## config.mk

```make
export PLATFORM = sky130hd
export DESIGN_NAME = reset_sequencer
export DESIGN_NICKNAME = d
export VERILOG_FILES = /design/src/rtl/reset_sequencer.sv
export SDC_FILE = /design/constraint.sdc
export NUM_CORES = 1
export LEC_CHECK = 0
export CAP_MARGIN = 40
export CORE_MARGIN = 2
export CORE_UTILIZATION = 55
export DETAILED_ROUTE_END_ITERATION = 8
export GPL_TIMING_DRIVEN = 0
export PLACE_DENSITY_LB_ADDON = 0.2
export SYNTH_ARGS = -nofsm -noshare
export SYNTH_HDL_FRONTEND = slang
export SYNTH_SLANG_ARGS = --single-unit
```

## constraint.sdc

```tcl
create_clock -name clock -period 2.7 [get_ports clock]
set_input_delay 0.54 -clock clock [delete_from_list [all_inputs] [get_ports clock]]
set_output_delay 0.54 -clock clock [all_outputs]
set_load 0.1 [all_outputs]
```

## src/rtl/reset_sequencer.sv

```systemverilog
//------------------------------------------------------------------------------
// reset_sequencer
//
// Staged reset controller for the switch datapath. A power-on/bench reset or a
// software request asserts every domain reset, holds them for HOLD_CYCLES, then
// releases domain 0, 1, ... NUM_STAGES-1 in order with STAGE_GAP cycles between
// consecutive releases.
//
// Ports:
//   clock         in   design clock, all logic on posedge
//   reset         in   synchronous active-low reset
//   sw_reset_req  in   software reset request (level or pulse)
//   stage_rst_n   out  [NUM_STAGES] active-low reset per domain, bit k = domain k
//   busy          out  high while any stage is held or the sequence is running
//   all_released  out  high in IDLE with every stage released
//   sw_reset_ack  out  one-cycle pulse when a software-initiated sequence ends
//------------------------------------------------------------------------------
module reset_sequencer #(
   parameter int NUM_STAGES  = 4,
   parameter int HOLD_CYCLES = 16,
   parameter int STAGE_GAP   = 4,
   parameter int CNT_W       = 8
) (
   input  logic                  clock,
   input  logic                  reset,
   input  logic                  sw_reset_req,
   output logic [NUM_STAGES-1:0] stage_rst_n,
   output logic                  busy,
   output logic                  all_released,
   output logic                  sw_reset_ack
);

   localparam int IDX_W = (NUM_STAGES > 1) ? $clog2(NUM_STAGES) : 1;

   // Terminal counts pre-sized to the register widths they are compared with.
   localparam logic [CNT_W-1:0] HOLD_LAST = CNT_W'(HOLD_CYCLES - 1);
   localparam logic [CNT_W-1:0] GAP_LAST  = CNT_W'(STAGE_GAP - 1);
   localparam logic [IDX_W-1:0] IDX_LAST  = IDX_W'(NUM_STAGES - 1);

   typedef enum logic [1:0] {
      ASSERT  = 2'd0,
      RELEASE = 2'd1,
      IDLE    = 2'd2
   } state_t;

   state_t           state;
   logic [CNT_W-1:0] cnt;
   logic [IDX_W-1:0] idx;
   logic             req_seen;   // sequence was started or touched by software

   always_ff @(posedge clock) begin
      if (!reset) begin
         state        <= ASSERT;
         cnt          <= '0;
         idx          <= '0;
         req_seen     <= 1'b0;
         stage_rst_n  <= '0;
         busy         <= 1'b1;
         all_released <= 1'b0;
         sw_reset_ack <= 1'b0;
      end else begin
         // Ack is a single-cycle pulse; only the completion edge raises it.
         sw_reset_ack <= 1'b0;

         case (state)
            ASSERT: begin
               // A request while holding only marks the sequence as software
               // owned; it never restarts the hold window.
               if (sw_reset_req) begin
                  req_seen <= 1'b1;
               end
               if (cnt == HOLD_LAST) begin
                  cnt            <= '0;
                  stage_rst_n[0] <= 1'b1;
                  if (NUM_STAGES == 1) begin
                     // Stage 0 is also the last stage: complete right here.
                     state        <= IDLE;
                     busy         <= 1'b0;
                     all_released <= 1'b1;
                     sw_reset_ack <= req_seen | sw_reset_req;
                     req_seen     <= 1'b0;
                  end else begin
                     state <= RELEASE;
                     idx   <= IDX_W'(1);
                  end
               end else begin
                  cnt <= cnt + CNT_W'(1);
               end
            end

            RELEASE: begin
               if (sw_reset_req) begin
                  // Abort wins over everything, including a final release
                  // that would otherwise happen on this edge.
                  state       <= ASSERT;
                  stage_rst_n <= '0;
                  cnt         <= '0;
                  idx         <= '0;
                  req_seen    <= 1'b1;
               end else if (cnt == GAP_LAST) begin
                  stage_rst_n[idx] <= 1'b1;
                  cnt              <= '0;
                  if (idx == IDX_LAST) begin
                     state        <= IDLE;
                     busy         <= 1'b0;
                     all_released <= 1'b1;
                     sw_reset_ack <= req_seen;
                     req_seen     <= 1'b0;
                  end else begin
                     idx <= idx + IDX_W'(1);
                  end
               end else begin
                  cnt <= cnt + CNT_W'(1);
               end
            end

            IDLE: begin
               if (sw_reset_req) begin
                  state        <= ASSERT;
                  stage_rst_n  <= '0;
                  busy         <= 1'b1;
                  all_released <= 1'b0;
                  cnt          <= '0;
                  idx          <= '0;
                  req_seen     <= 1'b1;
               end
            end

            default: begin
               state <= ASSERT;
            end
         endcase
      end
   end

endmodule
```

==> summary.md, run 1 <==
| Metric | Value |
|---|---|
| WS Path Type | input pin to flip-flop |
| Final Slew Violations | 0 |
| CP bufs+invs | 1 |
| Via density | 5.94 |
| Antenna fix cells | 0 |
| Final core utilization | 0.704 |
| Dpl hpwl | 1900 µm |
| First-pass GRT wire length | 4400 µm |
| Post-synth net total | 143 |
| Die Y | 49.0 µm |
| Yosys top cell area share | 0.359 |
| Mapped cell area | 0.00112 mm² |
| Root buffer cell | clkbuf_4 |
| Nature of the critical path startpoint | input pin |
| Slew HR | 0.572 |
| Starting Density | 0.575 |
| Power Dens Cells | 696 mW/mm² |
| DRC Markers | 0 |
| Vias in the first global route | 1055 |
| Total Wirelength | 2520 µm |
| CP Data Arrival Time | 2.41 ns |
| Post-synth top flop | dfxtp_1 |
| Number of flops mapped to enable cells by yosys | 0 |
| Die area | 0.00241 mm² |
| Critical Path Fanout Max | 7 |
| Crit path required time | 2.93 ns |
| Max-Cap Viols | 0 |
| Status | finished clean |
| Hold_buf cts | 0 |
| Crit path cell chain | clkdlybuf4s50_1 -> nor2b_1 -> or4b_4 -> or3_1 -> a221oi_2 |
| Unrepaired setup endpoints after global routing | false |
| Worst skew pair latency | 0.31 ns |
| Distinct cells, synth | 37 |
| Row count | 16 |
| Hold WC Path Type | flip-flop to flip-flop |
| Final setup fails | 0 |
| # H-tree levels | 1 |
| Crit-path slowest cell | clkdlybuf4s50_1 |
| Overall routing resource usage | 0.233 |
| Synth Register Bits | 20 |
| Largest net degree at the start of global routing | 11 |
| Hold Fails Final Rpt | 0 |
| Buffers on Ports | 9 |
| Slew @ Worst Pin | 0.637 ns |
| Remaining global-route overflow | 0 |
| Top post-synthesis cells by area | dfxtp_1, ha_1, nand2_1, o21ai_0, mux2i_1 |
| Fin crit share | 0.808 |
| Width of the die | 49.0 µm |
| P_leak | 0.498 nW |
| TritonCTS clock tree | done |
| Share of layout cells above drive strength 1 | 0.0940 |
| Num CTS Buffers | 3 |
| Seq/Total Area, Yosys | 0.359 |
| Cell with the most instances after synthesis | dfxtp_1 |
| Postcts setup bufs | 0 |
| Setup TNS | 0 ns |
| Clock Sink Count | 20 |
| Core Area | 0.00194 mm² |
| DRT Pass-1 Iters | 4 |
| Mean area per synthesized cell | 8.59 µm² |
| Worst setup EP type | flip-flop |
| Dominant cell type by area after synthesis | dfxtp_1 |
| # IOs | 10 |
| Tot Pwr | 0.000953 W |
| FMAX | 0.458 GHz |
| Clock-pin slew on the worst setup and hold paths | 0.12 ns |
| Antenna violations before repair | 0 |
| Worst vdd ir | 0.627 mV |
| CTS max path bufs | 2 |
| Post-CTS sizing | 0 |
| Clock Skews | 0.00945 ns |
| DR vias | 1046 |
| Async SR Flop Fraction | 0 |
| Synth cell count leaders | dfxtp_1, nand2_1, ha_1, o21ai_0 |
| Crit-path max cell delay | 0.62 ns |
| CP delay by family, top | simple AND/OR/NAND/NOR gates |
| Final Wtd Congestion | 0.819 |
| Routed length per instance | 14.3 µm |
| ANT nets after route | 0 |
| Layout Nets | 164 |
| Area Growth Syn to Fin | 22.5% |
| Synthesis Warnings | 0 |
| Syn Inst Count | 130 |
| Initial DRC count | 21 |
| Clock period minus worst slack | 2.18 ns |
-- through the flow --
step / cells / setup slack [ns] / instance area, µm² / hold slack (ns)
finish: 176 / 0.518 / 1370 / 0.466
global route: 176 / 0.405 / 1370 / 0.482
CTS: 176 / 0.536 / 1370 / 0.456
detailed placement: 173 / 0.214 / 1350 / 0.439
global placement: 166 / 0.242 / 1240 / 0.429
floorplan: 130 / 0.710 / 1120 / 0.411
-- worst reg2reg max path: cells and delay by family, from the launching register on --
kind                       cells  cell delay (ns)
AOI/OAI and AO/OA              1             0.23
adders and majority gates      1             0.26
buffers and inverters          1             0.10
DFF                            1             0.39
and+or+nand+nor                3             1.08
-- state kept, by name (all words and copies together) (netlist names) --
name and count:
req_seen 1, all_released 1, stage_rst_n 4, sw_reset_ack 1, state 2, busy 1, idx 2, cnt 8
-- layout make-up --
class / count / area, µm²
buffer: 4 / 15.0
timing repair buffer: 16 / 195
multi-input combinational: 97 / 667
inverter: 9 / 33.8
sequential: 20 / 400
fill: 166 / 574
tap: 27 / 33.8
clock buffer: 3 / 22.5
-- worst paths after layout --
path                            slack [ns]  cells after the start             startpoint                 endpoint
worst min register to register        0.47                      2  req_seen$_SDFFE_PN0P_  sw_reset_ack$_SDFF_PP0_
worst min-delay path                  0.47                      2  req_seen$_SDFFE_PN0P_  sw_reset_ack$_SDFF_PP0_
worst max-delay path                  0.52                      5           sw_reset_req      cnt[7]$_SDFFE_PN0P_
worst max register to register        0.55                      6  state[0]$_SDFFE_PN0P_      cnt[7]$_SDFFE_PN0P_
-- report_power, final --
| group | switching [W] | leakage (nW) | internal (W) |
|---|---|---|---|
| Combinational | 0.000279 | 0.322 | 0.000159 |
| Sequential | 0.0000346 | 0.163 | 0.000334 |
| Clock | 0.0000924 | 0.0138 | 0.0000521 |
| Total | 0.000407 | 0.498 | 0.000546 |
-- layer usage --
layer	track usage	wire length [µm]	vias to the layer above	share of wire
met2	0.420	1290	24	0.51
met4	0.0952	34	0	0.013
met1	0.264	1100	502	0.44
li1	-	-	515	-
met3	0.0491	97	5	0.038
met5	0	0	-	0
-- placed cells by master, fill, tap and decap left out, drive strengths merged, types with 3 or more instances in the layout --
cell and n:
a211oi 3, a21oi 6, a221oi 3, a31oi 4, buf 8, clkbuf 6, clkdlybuf4s50 9, dfxtp 20
ha 10, inv 8, mux2i 4, nand2 14, nand3 3, nor2 8, nor3 4, o21ai 10
or3 4, xnor2 3
-- cell families (layout without fill, tap and decap cells) --
group,Yosys count,in the layout,share of synthesized area
XOR/XNOR,3,3,0.0235
AND/OR/NAND/NOR,43,43,0.198
multiplexers,4,4,0.0359
AO/OA/AOI/OAI,37,37,0.228
buffers and inverters,13,32,0.0437
adder cells (fa/ha/maj),10,10,0.112
flip-flops,20,20,0.359
No activity file was read; power rests on OpenSTA's default activity.
==> run 2, diff against run 1 <==
Settings changed: CORE_UTILIZATION 55 to 50.
Clock period 2.7 ns to 1.8 ns, I/O delays scaled along.
==> run 2 against run 1 <==
  * Register-to-register slack worse by 0.67 ns
  * Critical endpoint unchanged
  * Sequential cell count stayed put
  * Sequential power is 55% higher
  * Power is 76% higher
  * Final area is 8.3% higher
  * Core utilization is 2.1 points lower
  * Final cell count is 1.1% higher
  * The flow now finishes with violations (negative setup slack)
  * Critical path depth is 1 higher
==> summary.md, run 2 (same netlist as run 1, synthesis figures left out) <==
| Metric | Value |
|---|---|
| Unrepaired setup endpoints after global routing | true |
| Routed length per instance | 15.1 µm |
| Critical Path Fanout Max | 4 |
| Dpl hpwl | 1810 µm |
| DR vias | 1049 |
| Crit path required time | 2.02 ns |
| Most frequent cells in the layout | dfxtp_1, nand2_1, o21ai_0 |
| Max-Cap Viols | 0 |
| Slew HR | 0.641 |
| Clock period minus worst slack | 1.92 ns |
| Overall routing resource usage | 0.228 |
| # H-tree levels | 1 |
| Max reg flops | 8 |
| Fin crit share | 1.06 |
| DRT Pass-1 Iters | 4 |
| Final Worst Setup Slack | -0.115 ns |
| First-pass GRT wire length | 4490 µm |
| Total Wirelength | 2700 µm |
| DP Worst Slack | -0.493 ns |
| Worst skew pair latency | 0.30 ns |
| DP Area | 0.00136 mm² |
| Failing checks | negative setup slack |
| Status | complete, but fails checks |
| Hold WC Path Type | flip-flop to flip-flop |
| Final Slew Violations | 0 |
| Power Dens Cells | 1130 mW/mm² |
| Area Growth Syn to Fin | 32.7% |
| Root buffer cell | clkbuf_4 |
| Biggest register | cnt |
| Nature of the critical path startpoint | flip-flop |
| CP Data Arrival Time | 2.14 ns |
| Share of layout cells above drive strength 1 | 0.193 |
| Die area | 0.00263 mm² |
| Num CTS Buffers | 3 |
| Worst hold slack | 0.474 ns |
| Antenna fix cells | 0 |
| Max layer used | met4 |
| Clock Sink Count | 20 |
| Remaining global-route overflow | 0 |
| Initial DRC count | 24 |
| Largest net degree at the start of global routing | 13 |
| Die Y | 51.2 µm |
| CTS max path bufs | 2 |
| WS Path Type | flip-flop to flip-flop |
| Core Area | 0.00217 mm² |
| Antenna violations before repair | 0 |
| Biggest regs | cnt x8, stage_rst_n x4 |
| Via density | 5.89 |
| Clock Skews | 0.00363 ns |
| Final setup fails | 4 |
| ANT nets after route | 0 |
| Width of the die | 51.2 µm |
| TritonCTS clock tree | done |
| Most common cell after layout, fill and taps aside | dfxtp_1 |
| # IOs | 10 |
| Worst vdd ir | 0.951 mV |
| Fin cells | 178 |
| FMAX | 0.522 GHz |
| Hold Fails Final Rpt | 0 |
| R2r worst-path depth | 6 |
| Clock-pin slew on the worst setup and hold paths | 0.12 ns |
| Worst setup EP type | flip-flop |
| Finished Cell Area | 0.00148 mm² |
| Cell total after placement | 174 |
| Starting Density | 0.514 |
| P_leak | 0.534 nW |
| WL met2 | 1320 µm |
| Layout Nets | 164 |
| Wl on met1 | 1220 µm |
| DRC Markers | 0 |
| Row count | 17 |
| Buffers on Ports | 9 |
| Met3 wire len | 108 µm |
| Final Wtd Congestion | 0.830 |
| Slew @ Worst Pin | 0.539 ns |
| Hold depth | 2 |
| Vias in the first global route | 1015 |
run 2: cell types whose count changed in the layout (fill, tap and decap cells not counted), moves of 2 or more:
cell             delta
nor4_1              -2
dfxtp_1             -2
buf_8               -3
ha_1                -2
clkdlybuf4s50_1     -2
buf_12              +3
buf_4               +3
nor4_2              +2
run 2: layout make-up:
| class | count | area (µm²) |
|---|---|---|
| multi-input combinational | 97 | 723 |
| fill | 186 | 688 |
| sequential | 20 | 405 |
| timing repair buffer | 18 | 221 |
| inverter | 9 | 36.3 |
| tap | 28 | 35.0 |
| clock inverter | 1 | 30.0 |
| clock buffer | 3 | 22.5 |
| buffer | 2 | 7.51 |
run 2: critical path, cell delays in order (launching register included):
cell	delay, ns
dfxtp_4	0.40
inv_4	0.05
ha_4	0.16
nor2b_1	0.14
or4b_4	0.51
or3_4	0.34
a221oi_2	0.23
run 2: final timing paths:
path,from,end,slack [ns]
hold / removal,req_seen$_SDFFE_PN0P_,sw_reset_ack$_SDFF_PP0_,0.47
setup reg to reg,state[0]$_SDFFE_PN0P_,cnt[7]$_SDFFE_PN0P_,-0.12
setup / recovery,state[0]$_SDFFE_PN0P_,cnt[7]$_SDFFE_PN0P_,-0.12
hold reg to reg,req_seen$_SDFFE_PN0P_,sw_reset_ack$_SDFF_PP0_,0.47
run 2: through the flow:
stage / TNS [ns] / total power, W / util
2_1_floorplan: -0.00689 / 0.00105 / -
3_3_place_gp: -3.14 / 0.00117 / 0.579
3_5_place_dp: -3.73 / 0.00123 / 0.627
4_1_cts: -0.255 / 0.00163 / 0.663
5_1_grt: -0.805 / 0.00176 / 0.683
6_report: -0.239 / 0.00168 / 0.683
run 2: layer usage:
| layer | GRT usage | vias to the layer above |
|---|---|---|
| met3 | 0.0409 | 7 |
| li1 | - | 517 |
| met2 | 0.359 | 27 |
| met4 | 0.132 | 0 |
| met5 | 0 | - |
| met1 | 0.291 | 498 |
run 2: where the power goes:
group          internal (W)  switching [W]
Clock              0.000225       0.000147
Combinational      0.000289       0.000442
Sequential         0.000507      0.0000660
run 2: what timing repair did:
item,in CTS,in global routing
pin swaps,3,2
gates resized for setup,8,8
endpoints found under the setup margin,15,14
hold buffers,0,0
cloned,0,0
setup buffers,1,2
==> run 3, diff against run 2 <==
Settings changed: CORE_MARGIN 2 to unset.
==> run 3 against run 2 <==
  * The flow still finishes with violations (negative setup slack)
  * Via count up 0.48%
  * Fmax down 1.0%
  * Power down 5.8%
  * Sequential share of layout area shrank 0.46 points
  * Clock power is 44% lower
  * First-iteration DRC count fell by 38%
  * Core utilization rose by 6.5 points
  * Critical path depth is the same
  * Worst setup slack got worse by 0.020 ns
  * Largest cell class unchanged
  * Largest power group unchanged
==> summary.md, run 3 (same netlist as run 1, synthesis figures left out) <==
| Metric | Value |
|---|---|
| Status | complete, but fails checks |
| Failing checks | negative setup slack |
| Share of layout cells above drive strength 1 | 0.243 |
| Reg power frac | 0.361 |
| Worst skew pair latency | 0.30 ns |
| Wl on met1 | 1230 µm |
| Core Area | 0.00202 mm² |
| CP bufs+invs | 1 |
| Crit path required time | 2.01 ns |
| Max reg flops | 8 |
| Clock power frac | 0.133 |
| Total Wirelength | 2660 µm |
| Biggest register | cnt |
| Crit-path slowest cell | or4b_4 |
| P_leak | 0.540 nW |
| Final setup fails | 4 |
| Biggest regs | cnt x8, stage_rst_n x4 |
| Dpl hpwl | 1790 µm |
| Vias in the first global route | 993 |
| Unrepaired setup endpoints after global routing | true |
| DP Area | 0.00136 mm² |
| Slew @ Worst Pin | 0.489 ns |
| Nature of the critical path startpoint | flip-flop |
| WL met2 | 1280 µm |
| ANT nets after route | 0 |
| Worst vdd ir | 0.832 mV |
| Worst setup EP type | flip-flop |
| CP Data Arrival Time | 2.15 ns |
| Crit-path max cell delay | 0.51 ns |
| Antenna violations before repair | 0 |
| Slew HR | 0.671 |
| WS Path Type | flip-flop to flip-flop |
| Final Worst Setup Slack | -0.135 ns |
| Final Wtd Congestion | 0.824 |
| Final Slew Violations | 0 |
| Most common cell after layout, fill and taps aside | dfxtp_1 |
| Area Growth Syn to Fin | 35.4% |
| DR vias | 1054 |
| Clock Skews | 0.00149 ns |
| Row count | 16 |
| DRT Pass-1 Iters | 4 |
| Width of the die | 49.2 µm |
| Hold Fails Final Rpt | 0 |
| Initial DRC count | 15 |
| Fin crit share | 1.08 |
| Combinational share of power | 0.506 |
| CP delay by family, top | simple AND/OR/NAND/NOR gates |
| Buffers on Ports | 9 |
| Overall routing resource usage | 0.242 |
| Hold_buf cts | 0 |
| Die area | 0.00243 mm² |
| FMAX | 0.517 GHz |
| Int Pwr | 0.000916 W |
| Root buffer cell | clkbuf_4 |
| TritonCTS clock tree | done |
| Layout Nets | 167 |
| Max-Cap Viols | 0 |
| Critical Path Fanout Max | 4 |
| Hold WC Path Type | flip-flop to flip-flop |
| Met3 wire len | 72 µm |
| Num CTS Buffers | 3 |
| Clock Sink Count | 20 |
| Die Y | 49.2 µm |
| Starting Density | 0.552 |
| Clock period minus worst slack | 1.94 ns |
| # IOs | 10 |
| CTS max path bufs | 2 |
| # H-tree levels | 1 |
| DRC Markers | 0 |
| Fill cell count | 161 |
| Routed length per instance | 14.9 µm |
| Power Dens Cells | 1050 mW/mm² |
| Via density | 5.89 |
| Crit path cell chain | inv_4 -> ha_4 -> nor2b_4 -> or4b_4 -> or3_4 -> a221oi_4 |
| Clock-pin slew on the worst setup and hold paths | 0.10 ns |
| Net switching power figure | 0.000664 W |
| Setup TNS | -0.237 ns |
| Max layer used | met4 |
| First-pass GRT wire length | 4490 µm |
| Remaining global-route overflow | 0 |
| Finished Cell Area | 0.00151 mm² |
| Antenna fix cells | 0 |
| Most frequent cells in the layout | dfxtp_1, nand2_1, o21ai_0 |
| Switching Fraction | 0.420 |
| Largest net degree at the start of global routing | 11 |
## run 3: cell count changes in the layout (fill, tap and decap cells not counted), sizes merged
| cell | before | now |
|---|---|---|
| clkdlybuf4s50 | 7 | 8 |
| bufinv | 1 | 0 |
| buf | 10 | 12 |
## run 3: per-layer routing
layer  track usage  vias to the layer above
li1              -                      518
met1         0.303                      501
met2         0.386                       26
met3        0.0343                        9
met4         0.152                        0
met5             0                        -
## run 3: final timing paths
path              slack (ns)                 endpoint  cells after the start                   from
hold reg to reg         0.46  sw_reset_ack$_SDFF_PP0_                      2  req_seen$_SDFFE_PN0P_
setup / recovery       -0.14      cnt[5]$_SDFFE_PN0P_                      6  state[0]$_SDFFE_PN0P_
hold / removal          0.46  sw_reset_ack$_SDFF_PP0_                      2  req_seen$_SDFFE_PN0P_
setup reg to reg       -0.14      cnt[5]$_SDFFE_PN0P_                      6  state[0]$_SDFFE_PN0P_
## run 3: cell type report
cell class                 instances  area [µm²]  area share
timing repair buffer              21         236       0.156
multi-input combinational         97         768       0.508
buffer                             2        7.51     0.00497
clock buffer                       3        22.5      0.0149
inverter                           9        36.3      0.0240
sequential                        20         407       0.269
tap                               27        33.8      0.0224
## run 3: timing repair
action                     CTS  global route
buffers inserted             3             2
pin swaps                    5             5
gates resized for setup      9            15
setup endpoints to repair   14            20
## run 3: power by group through the flow
stage	Sequential, W	Combinational (W)	Clock, W
CTS	0.000562	0.000718	0.000211
detailed placement	0.000570	0.000662	0
floorplan	0.000632	0.000419	0
global placement	0.000564	0.000608	0
global route	0.000583	0.000858	0.000237
finish	0.000571	0.000799	0.000210
## run 3: through the flow
stage	worst slack, ns	hold slack (ns)	util	power (W)	instances
6_report	-0.135	0.461	0.748	0.00158	179
5_1_grt	-0.192	0.500	0.748	0.00168	179
4_1_cts	-0.0908	0.450	0.704	0.00149	177
3_5_place_dp	-0.434	0.435	0.673	0.00123	173
3_3_place_gp	-0.410	0.431	0.621	0.00117	166
2_1_floorplan	-0.00689	0.411	-	0.00105	130
## run 3: worst register-to-register path: stages (launching register included)
cell and delay (ns):
dfxtp_4 0.39, inv_4 0.04, ha_4 0.15, nor2b_4 0.12, or4b_4 0.51, or3_4 0.37, a221oi_4 0.27
